$ cat config.mk
export PLATFORM = sky130hd
export DESIGN_NAME = zero_countdown_timer
export DESIGN_NICKNAME = d
export VERILOG_FILES = /design/src/rtl/zero_pkg.sv /design/src/rtl/zero_det.sv /design/src/rtl/zero_countdown_timer.sv
export SDC_FILE = /design/constraint.sdc
export NUM_CORES = 1
export LEC_CHECK = 0
export ABC_CLOCK_PERIOD_IN_PS = 4200
export CORE_MARGIN = 2
export CORE_UTILIZATION = 52
export CTS_CLUSTER_DIAMETER = 60
export DETAILED_ROUTE_END_ITERATION = 12
export GPL_ROUTABILITY_DRIVEN = 0
export PLACE_DENSITY_LB_ADDON = 0.1
export SYNTH_ARGS = -nofsm -noshare
export SYNTH_HDL_FRONTEND = slang
export SYNTH_SLANG_ARGS = --single-unit
$ cat constraint.sdc
create_clock -name clk -period 4.2 [get_ports clk]
set_input_delay 0.42 -clock clk [delete_from_list [all_inputs] [get_ports clk]]
set_output_delay 0.42 -clock clk [all_outputs]
set_load 0.05 [all_outputs]
$ cat src/rtl/zero_pkg.sv
`default_nettype none
// ============================================================================
// Module      : zero_pkg
// Description : Shared definitions for the zero-countdown timer slice:
//               FSM state encodings and the default counter width.
// Revision    : 1.0 - initial release
// ============================================================================
package zero_pkg;

    // Default counter width for the timer and the zero detector
    localparam int c_DEFAULT_WIDTH = 8;

    // Two-state timer FSM; the done pulse is a separate registered flag
    typedef enum logic [0:0] {
        ST_IDLE = 1'b0,
        ST_RUN  = 1'b1
    } state_t;

endpackage : zero_pkg
`default_nettype wire

$ cat src/rtl/zero_det.sv
`default_nettype none
// ============================================================================
// Module      : zero_det
// Description : Combinational WIDTH-bit all-zero detector.
//               i_value  [WIDTH-1:0]  value under test
//               o_zero                1 when every bit of i_value is 0
// Revision    : 1.0 - initial release
// ============================================================================
module zero_det
    import zero_pkg::*;
#(
    parameter int WIDTH = c_DEFAULT_WIDTH
) (
    input  logic [WIDTH-1:0] i_value,
    output logic             o_zero
);

    assign o_zero = ~(|i_value);

endmodule : zero_det
`default_nettype wire

$ cat src/rtl/zero_countdown_timer.sv
`default_nettype none
// ============================================================================
// Module      : zero_countdown_timer
// Description : Loadable down-counter with programmable tick prescaler.
//               Counts a WIDTH-bit value down to zero, flags zero with a
//               level output and a one-cycle done pulse.
//   clk        in   1      rising-edge clock
//   rst_n      in   1      asynchronous active-low reset
//   load       in   1      capture load_val into counter and reload register
//   load_val   in   WIDTH  value to load
//   start      in   1      begin counting from IDLE
//   pause      in   1      hold counter and prescaler while running
//   count_out  out  WIDTH  current count (registered)
//   zero_out   out  1      count_out == 0
//   done       out  1      one-cycle pulse when the count reaches zero
//   busy       out  1      1 while running
// Build option: AUTO_RELOAD_EN - on reaching zero, reload the count from the
//               reload register on the next tick and keep running.
// Revision    : 1.0 - initial release
// ============================================================================
module zero_countdown_timer
    import zero_pkg::*;
#(
    parameter int WIDTH    = c_DEFAULT_WIDTH,
    parameter int TICK_DIV = 1
) (
    input  logic             clk,
    input  logic             rst_n,
    input  logic             load,
    input  logic [WIDTH-1:0] load_val,
    input  logic             start,
    input  logic             pause,
    output logic [WIDTH-1:0] count_out,
    output logic             zero_out,
    output logic             done,
    output logic             busy
);

    // Prescaler needs at least one bit even when TICK_DIV == 1
    localparam int                   c_PRESC_W    = (TICK_DIV > 1) ? $clog2(TICK_DIV) : 1;
    localparam logic [c_PRESC_W-1:0] c_PRESC_LAST = c_PRESC_W'(TICK_DIV - 1);
    localparam logic [c_PRESC_W-1:0] c_PRESC_ONE  = c_PRESC_W'(1);
    localparam logic [WIDTH-1:0]     c_COUNT_ONE  = WIDTH'(1);

    state_t                 r_state_q, w_state_d;
    logic [WIDTH-1:0]       r_count_q, w_count_d;
    logic [WIDTH-1:0]       r_reload_q, w_reload_d;
    logic [c_PRESC_W-1:0]   r_presc_q, w_presc_d;
    logic                   r_done_q, w_done_d;
    logic                   w_tick;

    assign w_tick = (r_presc_q == c_PRESC_LAST);

    always_ff @(posedge clk or negedge rst_n) begin
        if (!rst_n) begin
            r_state_q  <= ST_IDLE;
            r_count_q  <= '0;
            r_reload_q <= '0;
            r_presc_q  <= '0;
            r_done_q   <= 1'b0;
        end else begin
            r_state_q  <= w_state_d;
            r_count_q  <= w_count_d;
            r_reload_q <= w_reload_d;
            r_presc_q  <= w_presc_d;
            r_done_q   <= w_done_d;
        end
    end

    // Priority: load > start > tick/decrement
    always_comb begin
        w_state_d  = r_state_q;
        w_count_d  = r_count_q;
        w_reload_d = r_reload_q;
        w_presc_d  = r_presc_q;
        w_done_d   = 1'b0;

        if (load) begin
            w_count_d  = load_val;
            w_reload_d = load_val;
            w_presc_d  = '0;
            w_state_d  = ST_IDLE;
        end else if (r_state_q == ST_IDLE) begin
            if (start) begin
                if (r_count_q != '0) begin
                    w_state_d = ST_RUN;
                    w_presc_d = '0;
                end else begin
                    // Already at zero: report completion without running
                    w_done_d = 1'b1;
                end
            end
        end else if (!pause) begin
            if (w_tick) begin
                w_presc_d = '0;
                if (r_count_q == c_COUNT_ONE) begin
                    w_count_d = '0;
                    w_done_d  = 1'b1;
`ifdef AUTO_RELOAD_EN
                    if (r_reload_q == '0) begin
                        w_state_d = ST_IDLE;
                    end
`else
                    w_state_d = ST_IDLE;
`endif
                end else if (r_count_q != '0) begin
                    w_count_d = r_count_q - c_COUNT_ONE;
                end else begin
                    // Zero while running: in auto-reload this is the tick
                    // after reaching zero, so restart from the reload value.
                    // In one-shot builds it is unreachable; restore the last
                    // loaded value and park in IDLE.
                    w_count_d = r_reload_q;
`ifndef AUTO_RELOAD_EN
                    w_state_d = ST_IDLE;
`endif
                end
            end else begin
                w_presc_d = r_presc_q + c_PRESC_ONE;
            end
        end
    end

    zero_det #(
        .WIDTH (WIDTH)
    ) u_zero_det (
        .i_value (r_count_q),
        .o_zero  (zero_out)
    );

    assign count_out = r_count_q;
    assign done      = r_done_q;
    assign busy      = (r_state_q == ST_RUN);

endmodule : zero_countdown_timer
`default_nettype wire

* After elaboration in Yosys (flattened, before gate mapping)
Cells that the tools add are included.
** Storage, ports and cells
- Bits in registers :: 19
- Bits in latches :: 0
- Memory bits (writable) :: 0
- Memory bits (read-only) :: 0
- Input bits :: 13
- Output and inout bits :: 11
- Word-level logic and storage cells :: 45
- Memories :: 0
** Cells by class
- $add $sub $neg :: 2
- $mul :: 0
- Div/mod/pow operators :: 0
- Order comparisons :: 0
- Equal/unequal tests :: 4
- Shift-type cells :: 0
- Multiplexer cells :: 26
- Bitwise gates (word level) :: 1
- Reductions and logical operators :: 7
** Operators with widths (number)
- 8-bit 2-to-1 mux :: 6
- 1-bit 2-to-1 mux :: 20
- 8-bit by 1-bit == test with 1-bit output, second input constant :: 1
- 8-bit nonzero test :: 1
- 8-bit OR reduction :: 1
- 8-bit by 1-bit subtractor with 8-bit output, second input constant :: 1
- 3-bit AND reduction :: 2
- 3-bit nonzero test :: 2
- 2-bit != test, second input constant :: 2
- 3-bit != test, second input constant :: 1
- 2-bit nonzero test :: 1
- 1-bit adder, second input constant :: 1
- 1-bit NOT :: 1

* Logic depth before layout (Yosys ltp)
Gate-level depths: netlist of run 1.
- Word-level depth :: 7
- Mapped depth :: 8
- Gate-level depth less buffers :: 7

* By module
A second synthesis of run 1 with hierarchy kept.
** Second synthesis, totals
- Cells, all modules :: 98
- Area, all modules :: 1051.0 sq um
** Modules (own cells, without submodules)
- zero_countdown_timer :: instances 1, cells each 95, area each 1032.2 sq um, sequential area each 450.4 sq um
- zero_det :: instances 1, cells each 3, area each 18.8 sq um, sequential area each 0.0 sq um

* Worst setup path before layout of run 1
OpenSTA, ideal clock, no wires.
- Path type :: register to output
- Start point :: register r_count_q[1], in the netlist count_out[1]
- End point :: output port zero_out
- Data arrival time :: 2.226 ns
- Data required time :: 3.780 ns
- Path slack :: 1.554 ns
- Cell stages (with the launch flop) :: 7
- Buffers on the path :: 1
- Cells stage by stage :: dfrtp_1 -> inv_1 -> ha_1 -> or3b_2 -> or2_2 -> clkbuf_1 -> inv_1
** On the way
- Longest elaborated chain between the ends :: 2
** Ends and longest elaborated chain
- start: declaration :: line zero_countdown_timer.sv:46 : logic [WIDTH-1:0] r_count_q, w_count_d;
- start signal: assignment :: line zero_countdown_timer.sv:63 : r_count_q <= w_count_d;
- 8-bit OR reduction :: line zero_det.sv:18 : assign o_zero = ~(|i_value);
- 1-bit NOT :: line zero_det.sv:18
- end: declaration :: line zero_countdown_timer.sv:34 : output logic zero_out,
Every way passes these cells.

* Final worst setup path of run 1
- Start point :: register r_count_q[0], in the netlist count_out[0]
- End point :: output port zero_out
Same word-level chain as after synthesis.

==> results.py, run 1 <==
metrics = {
    "status": {
        "status": "completed",
    },
    "die": {
        "die-area_um2": 2300,
        "core-area_um2": 1760,
        "die_h_um": 48.0,
        "initial_core_util_pct": 57.0,
        "std_cell_rows": 15,
        "die_w_um": 48.0,
        "io-pin-count": 24,
    },
    "synth": {
        "ys_ff_latch": 18,
        "syn-instance-count": 97,
        "seq_area_frac_synth_pct": 44.8,
        "ys_warn_count": 0,
        "synth_cell_type_count": 30,
        "syn_area_um2": 1000,
        "syn-num-nets": 113,
        "avgSynthCellArea_um2": 10.4,
    },
    "setup_path": {
        "cp-start-kind": "flip-flop",
        "crit_required_ns": 3.78,
        "max_stage_delay_ns": 0.80,
        "end_kind": "primary output",
        "r2r_cells": 4,
        "crit_buf_inv": 3,
        "reg2reg_from": "count_out[5]",
        "path_cells": "inv_1 -> ha_1 -> or3b_2 -> or2_2 -> inv_1 -> clkdlybuf4s50_1",
        "worst_path_max_delay_cell": "clkdlybuf4s50_1",
        "crit_family": "buffers and inverters",
        "timing.rr.end": "count_out[2]",
        "reg2reg_slack_ns": 1.95,
        "arrival_ns": 2.90,
        "path_class": "reg2out",
        "cp_max_fo": 9,
        "crit_path_frequent_cell": "inv_1",
    },
    "global_routing": {
        "grt.total_usage_pct": 22.8,
        "grt_pass1_vias": 797,
        "antenna_found_initial": 0,
        "grt_start_max_net_pins": 21,
        "overflow": 0,
        "grt_pass1_wl_um": 3640,
    },
    "detailed_routing": {
        "top_layer": "met4",
        "drc": 0,
        "wl_met3_um": 102,
        "route.met2.wl_um": 1010,
        "wire_per_inst_um": 14.8,
        "firstDrtPassIters": 4,
        "drt_wl_total_um": 2140,
        "routed_via_density": 5.78,
        "vias": 838,
        "drtIter0Drc": 26,
        "antenna_left": 0,
        "met1_length_um": 999,
    },
    "layout": {
        "final_cell_mix": "clkdlybuf4s50_1 (23), dfrtp_1 (18), o21ai_0 (13), mux2_2 (8), a22oi_1 (7)",
        "drive_gt1_share_pct": 13.3,
        "fillCellCount": 150,
        "nets": 137,
        "layout_commonest_cell": "clkdlybuf4s50_1",
        "antenna_cells": 0,
        "syn_to_final_growth_pct": 26.5,
    },
    "clocking": {
        "clk_latency_ns": 0.30,
        "hold_buffers": 0,
        "tritoncts": "yes",
        "path_clk_slew_ns": 0.11,
        "postCtsSetupRepairBufs": 0,
        "htree_num_levels": 1,
        "cts.sinks": 18,
        "cts_buffers": 3,
        "clock-root-buffer": "clkbuf_4",
        "cts_buffer_depth": 2,
        "cts-resized-gates": 0,
    },
    "timing": {
        "tns_ns": 0,
        "fin_crit_sh_pct": 79.0,
        "worst_pin_slew_ns": 0.797,
        "hold_viol_final": 0,
        "drv_slew": 0,
        "fin_worst_skew_ns": 0.00461,
        "fmax_mhz": 302,
        "setup_viol": 0,
        "relSlewSlack_pct": 46.7,
        "period_minus_slack_ns": 3.32,
        "rsz0062_at_grt": "no",
    },
    "power_and_ir_drop": {
        "powerDensity_nw_per_um2": 362,
        "power_w": 0.000460,
        "p_leak_nw": 0.543,
        "ir_worst_vdd_mv": 0.277,
    },
    "run": {
        "max-cap-violations": 0,
    },
    "place": {
        "io_buffers": 23,
        "dp_hpwl_um": 1520,
    },
    "worst_hold_path": {
        "hp-start": "r_reload_q[6]",
        "worstHoldPathCells": 1,
        "hold_class": "reg2reg",
        "hold_path_end": "r_reload_q[6]",
    },
}
==> metrics by stage <==
step / cells / util (%) / setup WS [ns] / hold WS [ns] / cell area [µm²]
2_1_floorplan: 97 / - / 1.55 / 0.124 / 1000
3_3_place_gp: 141 / 70.0 / 1.31 / 0.491 / 1230
3_5_place_dp: 141 / 70.0 / 1.24 / 0.497 / 1230
4_1_cts: 145 / 72.1 / 0.881 / 0.521 / 1270
5_1_grt: 145 / 72.1 / 0.772 / 0.545 / 1270
6_report: 145 / 72.1 / 0.884 / 0.516 / 1270
==> cell families after synthesis <==
| family | count (synthesis) | synth area share (%) |
|---|---|---|
| AO/OA/AOI/OAI | 31 | 18.7 |
| adder cells (fa/ha/maj) | 3 | 3.74 |
| AND/OR/NAND/NOR | 24 | 14.6 |
| buffers and inverters | 8 | 4.61 |
| flip-flops | 18 | 44.8 |
| multiplexers | 10 | 11.0 |
| XOR/XNOR | 3 | 2.62 |
==> cells in the mapped netlist <==
cell type	instances	share of area, %
a21boi_0	1	0.75
or4_1	1	0.75
or3b_1	1	0.87
dfrtp_1	18	45
o21ai_0	13	6.5
clkbuf_1	1	0.37
nand2_1	4	1.5
or4b_4	1	1.4
ha_1	3	3.7
or2_2	2	1.2
a21oi_1	5	2.5
nor4_1	1	0.62
nor3_1	1	0.50
buf_6	2	2.2
nor2_1	4	1.5
a211oi_1	2	1.5
or3_1	1	0.62
xor2_1	2	1.7
mux2i_1	2	2.0
inv_1	4	1.5
nor3b_1	1	0.75
mux2_2	8	9.0
nand3b_1	2	1.5
and3_1	1	0.62
buf_2	1	0.50
a22oi_1	7	5.2
xnor2_1	1	0.87
nor2b_1	3	1.9
or3b_2	1	0.87
o31ai_1	3	2.2
==> report_power, final <==
part / switching (W) / total [W] / internal (W)
logic: 0.0000806 / 0.000141 / 0.0000602
registers: 0.0000203 / 0.000211 / 0.000190
clock network: 0.0000560 / 0.000109 / 0.0000529
==> layer usage <==
metal / GRT usage, % / vias to the layer above
met4: 11.4 / 0
li1: - / 404
met3: 3.40 / 4
met5: 0 / -
met1: 29.3 / 404
met2: 37.1 / 26
==> how the worst max path moves through the flow <==
| stage | startpoint | to | slack (ns) | cells after the start |
|---|---|---|---|---|
| 3_5_place_dp | count_out[0] | zero_out | 1.24 | 6 |
| 5_1_grt | count_out[0] | zero_out | 0.77 | 6 |
| 6_report | count_out[0] | zero_out | 0.88 | 6 |
| 2_1_floorplan | count_out[1] | zero_out | 1.55 | 6 |
| 4_1_cts | count_out[0] | zero_out | 0.88 | 6 |
| 3_3_place_gp | count_out[0] | zero_out | 1.31 | 6 |
==> registers in the layout, summed over array words and instances, names as in the netlist <==
| signal | cells |
|---|---|
| count_out | 8 |
| r_reload_q | 8 |
| done | 1 |
| busy | 1 |
==> area by class of cell <==
type	count	area (µm²)	area share (%)
multi-input cells	71	508	40.0
inverters	4	15.0	1.18
repair buffers	23	230	18.1
well taps	25	31.3	2.46
clock buffers	4	36.3	2.85
flip-flops and latches	18	450	35.4
No activity file was read; power rests on OpenSTA's default activity.
==> inputs of run 2 (changes only) <==
--- a/config.mk
+++ b/config.mk
@@ -5,9 +5,9 @@
 export SDC_FILE = /design/constraint.sdc
 export NUM_CORES = 1
 export LEC_CHECK = 0
-export ABC_CLOCK_PERIOD_IN_PS = 4200
+export ABC_CLOCK_PERIOD_IN_PS = 3000
 export CORE_MARGIN = 2
-export CORE_UTILIZATION = 52
+export CORE_UTILIZATION = 43
 export CTS_CLUSTER_DIAMETER = 60
 export DETAILED_ROUTE_END_ITERATION = 12
 export GPL_ROUTABILITY_DRIVEN = 0
==> constraint.sdc (replaced) <==
create_clock -name clk -period 3 [get_ports clk]
set_input_delay 0.3 -clock clk [delete_from_list [all_inputs] [get_ports clk]]
set_output_delay 0.3 -clock clk [all_outputs]
set_load 0.05 [all_outputs]
==> run 2 against run 1 <==
  * Clock skew rose by 0.0035 ns
  * Core utilization fell by 15 points
  * Register-to-register slack got worse by 1.2 ns
  * Critical path depth did not move
  * Combinational power rose by 40%
  * Largest cell class unchanged
==> results.py, run 2 (same netlist as run 1, synthesis figures left out) <==
metrics = {
    "detailed_routing": {
        "routed_via_density": 5.53,
        "firstDrtPassIters": 4,
        "antenna_left": 0,
        "drc": 0,
        "drtIter0Drc": 12,
        "drt_wl_total_um": 2180,
        "wire_per_inst_um": 14.7,
        "vias": 818,
    },
    "layout": {
        "final_cell_mix": "clkdlybuf4s50_1 (22), dfrtp_1 (18), o21ai_0 (13), mux2_2 (8), a22oi_1 (7)",
        "antenna_cells": 0,
        "layout_commonest_cell": "clkdlybuf4s50_1",
        "nets": 138,
        "syn_to_final_growth_pct": 26.0,
        "stdcell_area_um2": 1270,
        "final_core_util_pct": 57.2,
        "drive_gt1_share_pct": 14.2,
    },
    "timing": {
        "drv_slew": 0,
        "hold-worst-slack_ns": 0.463,
        "fin_crit_sh_pct": 86.0,
        "hold_viol_final": 0,
        "fin_worst_skew_ns": 0.00812,
        "relSlewSlack_pct": 46.3,
        "worst_pin_slew_ns": 0.802,
        "period_minus_slack_ns": 2.58,
        "rsz0062_at_grt": "no",
        "setup_viol": 0,
        "tns_ns": 0,
        "fmax_mhz": 388,
    },
    "die": {
        "initial_core_util_pct": 45.4,
        "io-pin-count": 24,
        "die_w_um": 52.3,
        "die_h_um": 52.3,
        "std_cell_rows": 17,
        "core-area_um2": 2210,
        "die-area_um2": 2740,
    },
    "setup_path": {
        "crit_buf_inv": 3,
        "cp-start-kind": "flip-flop",
        "worst_path_max_delay_cell": "or3b_2",
        "arrival_ns": 2.28,
        "crit_required_ns": 2.70,
        "max_stage_delay_ns": 0.51,
        "crit_path_frequent_cell": "inv_1",
        "path_cells": "inv_1 -> ha_1 -> or3b_2 -> or2_2 -> inv_1 -> buf_4",
        "path_class": "reg2out",
        "cp_max_fo": 9,
        "crit_family": "simple AND/OR/NAND/NOR gates",
        "end_kind": "primary output",
    },
    "run": {
        "max-cap-violations": 0,
    },
    "clocking": {
        "clock-root-buffer": "clkbuf_4",
        "cts_buffers": 3,
        "clk_latency_ns": 0.29,
        "cts-resized-gates": 0,
        "cts_buffer_depth": 2,
        "path_clk_slew_ns": 0.11,
        "htree_num_levels": 1,
        "postCtsSetupRepairBufs": 0,
        "cts.sinks": 18,
        "tritoncts": "yes",
        "hold_buffers": 0,
    },
    "global_routing": {
        "grt_pass1_vias": 812,
        "overflow": 0,
        "grt_start_max_net_pins": 19,
        "grt.total_usage_pct": 18.4,
        "antenna_found_initial": 0,
        "grt_pass1_wl_um": 3720,
    },
    "place": {
        "dpl-instance-area_um2": 1240,
        "dp_hpwl_um": 1590,
        "io_buffers": 23,
    },
    "status": {
        "status": "completed",
    },
    "worst_hold_path": {
        "hold_class": "in2async",
    },
    "power_and_ir_drop": {
        "powerDensity_nw_per_um2": 484,
        "p_leak_nw": 0.542,
        "ir_worst_vdd_mv": 0.270,
        "power_w": 0.000613,
    },
}
==> run 2: cell types whose count changed in the layout (fill, tap and decap cells not counted), sizes merged <==
cell,delta
buf,+2
clkbuf,-1
clkdlybuf4s50,-1
==> run 2: metal layers <==
layer	global-route usage, %	part of all wire [%]	vias up
met5	0	0	-
met4	5.13	0.55	0
met3	3.43	3.4	2
li1	-	-	400
met2	29.4	46	14
met1	25.4	50	402
==> run 2: report_power, final <==
| group | total [W] | switching, W | leakage [nW] | internal, W |
|---|---|---|---|---|
| Sequential | 0.000295 | 0.0000281 | 0.218 | 0.000267 |
| Combinational | 0.000197 | 0.000113 | 0.311 | 0.0000844 |
| Clock | 0.000120 | 0.0000739 | 0.0138 | 0.0000466 |
| Total | 0.000613 | 0.000215 | 0.542 | 0.000398 |
==> run 2: through the flow <==
stage | instances | worst slack (ns)
2_1_floorplan | 97 | 0.442
3_3_place_gp | 145 | 0.810
3_5_place_dp | 145 | 0.764
4_1_cts | 148 | 0.414
5_1_grt | 148 | 0.269
6_report | 148 | 0.421
==> run 2: area by class of cell <==
type | count | area, µm²
fill | 196 | 946
multi-input combinational | 71 | 508
sequential | 18 | 450
timing repair buffer | 24 | 235
tap | 28 | 35.0
clock buffer | 3 | 22.5
inverter | 4 | 15.0
==> run 2: path summary, 6_finish.rpt <==
path / depth (start not counted) / start / slack [ns] / to
worst max register to register: 4 / count_out[5] / 0.78 / count_out[2]
worst min-delay path: 1 / rst_n / 0.46 / done
min in group clk: 1 / r_reload_q[1] / 0.51 / r_reload_q[1]
worst max-delay path: 6 / count_out[0] / 0.42 / zero_out
worst min register to register: 1 / r_reload_q[1] / 0.51 / r_reload_q[1]
max in group asynchronous: 1 / rst_n / 2.03 / count_out[3]
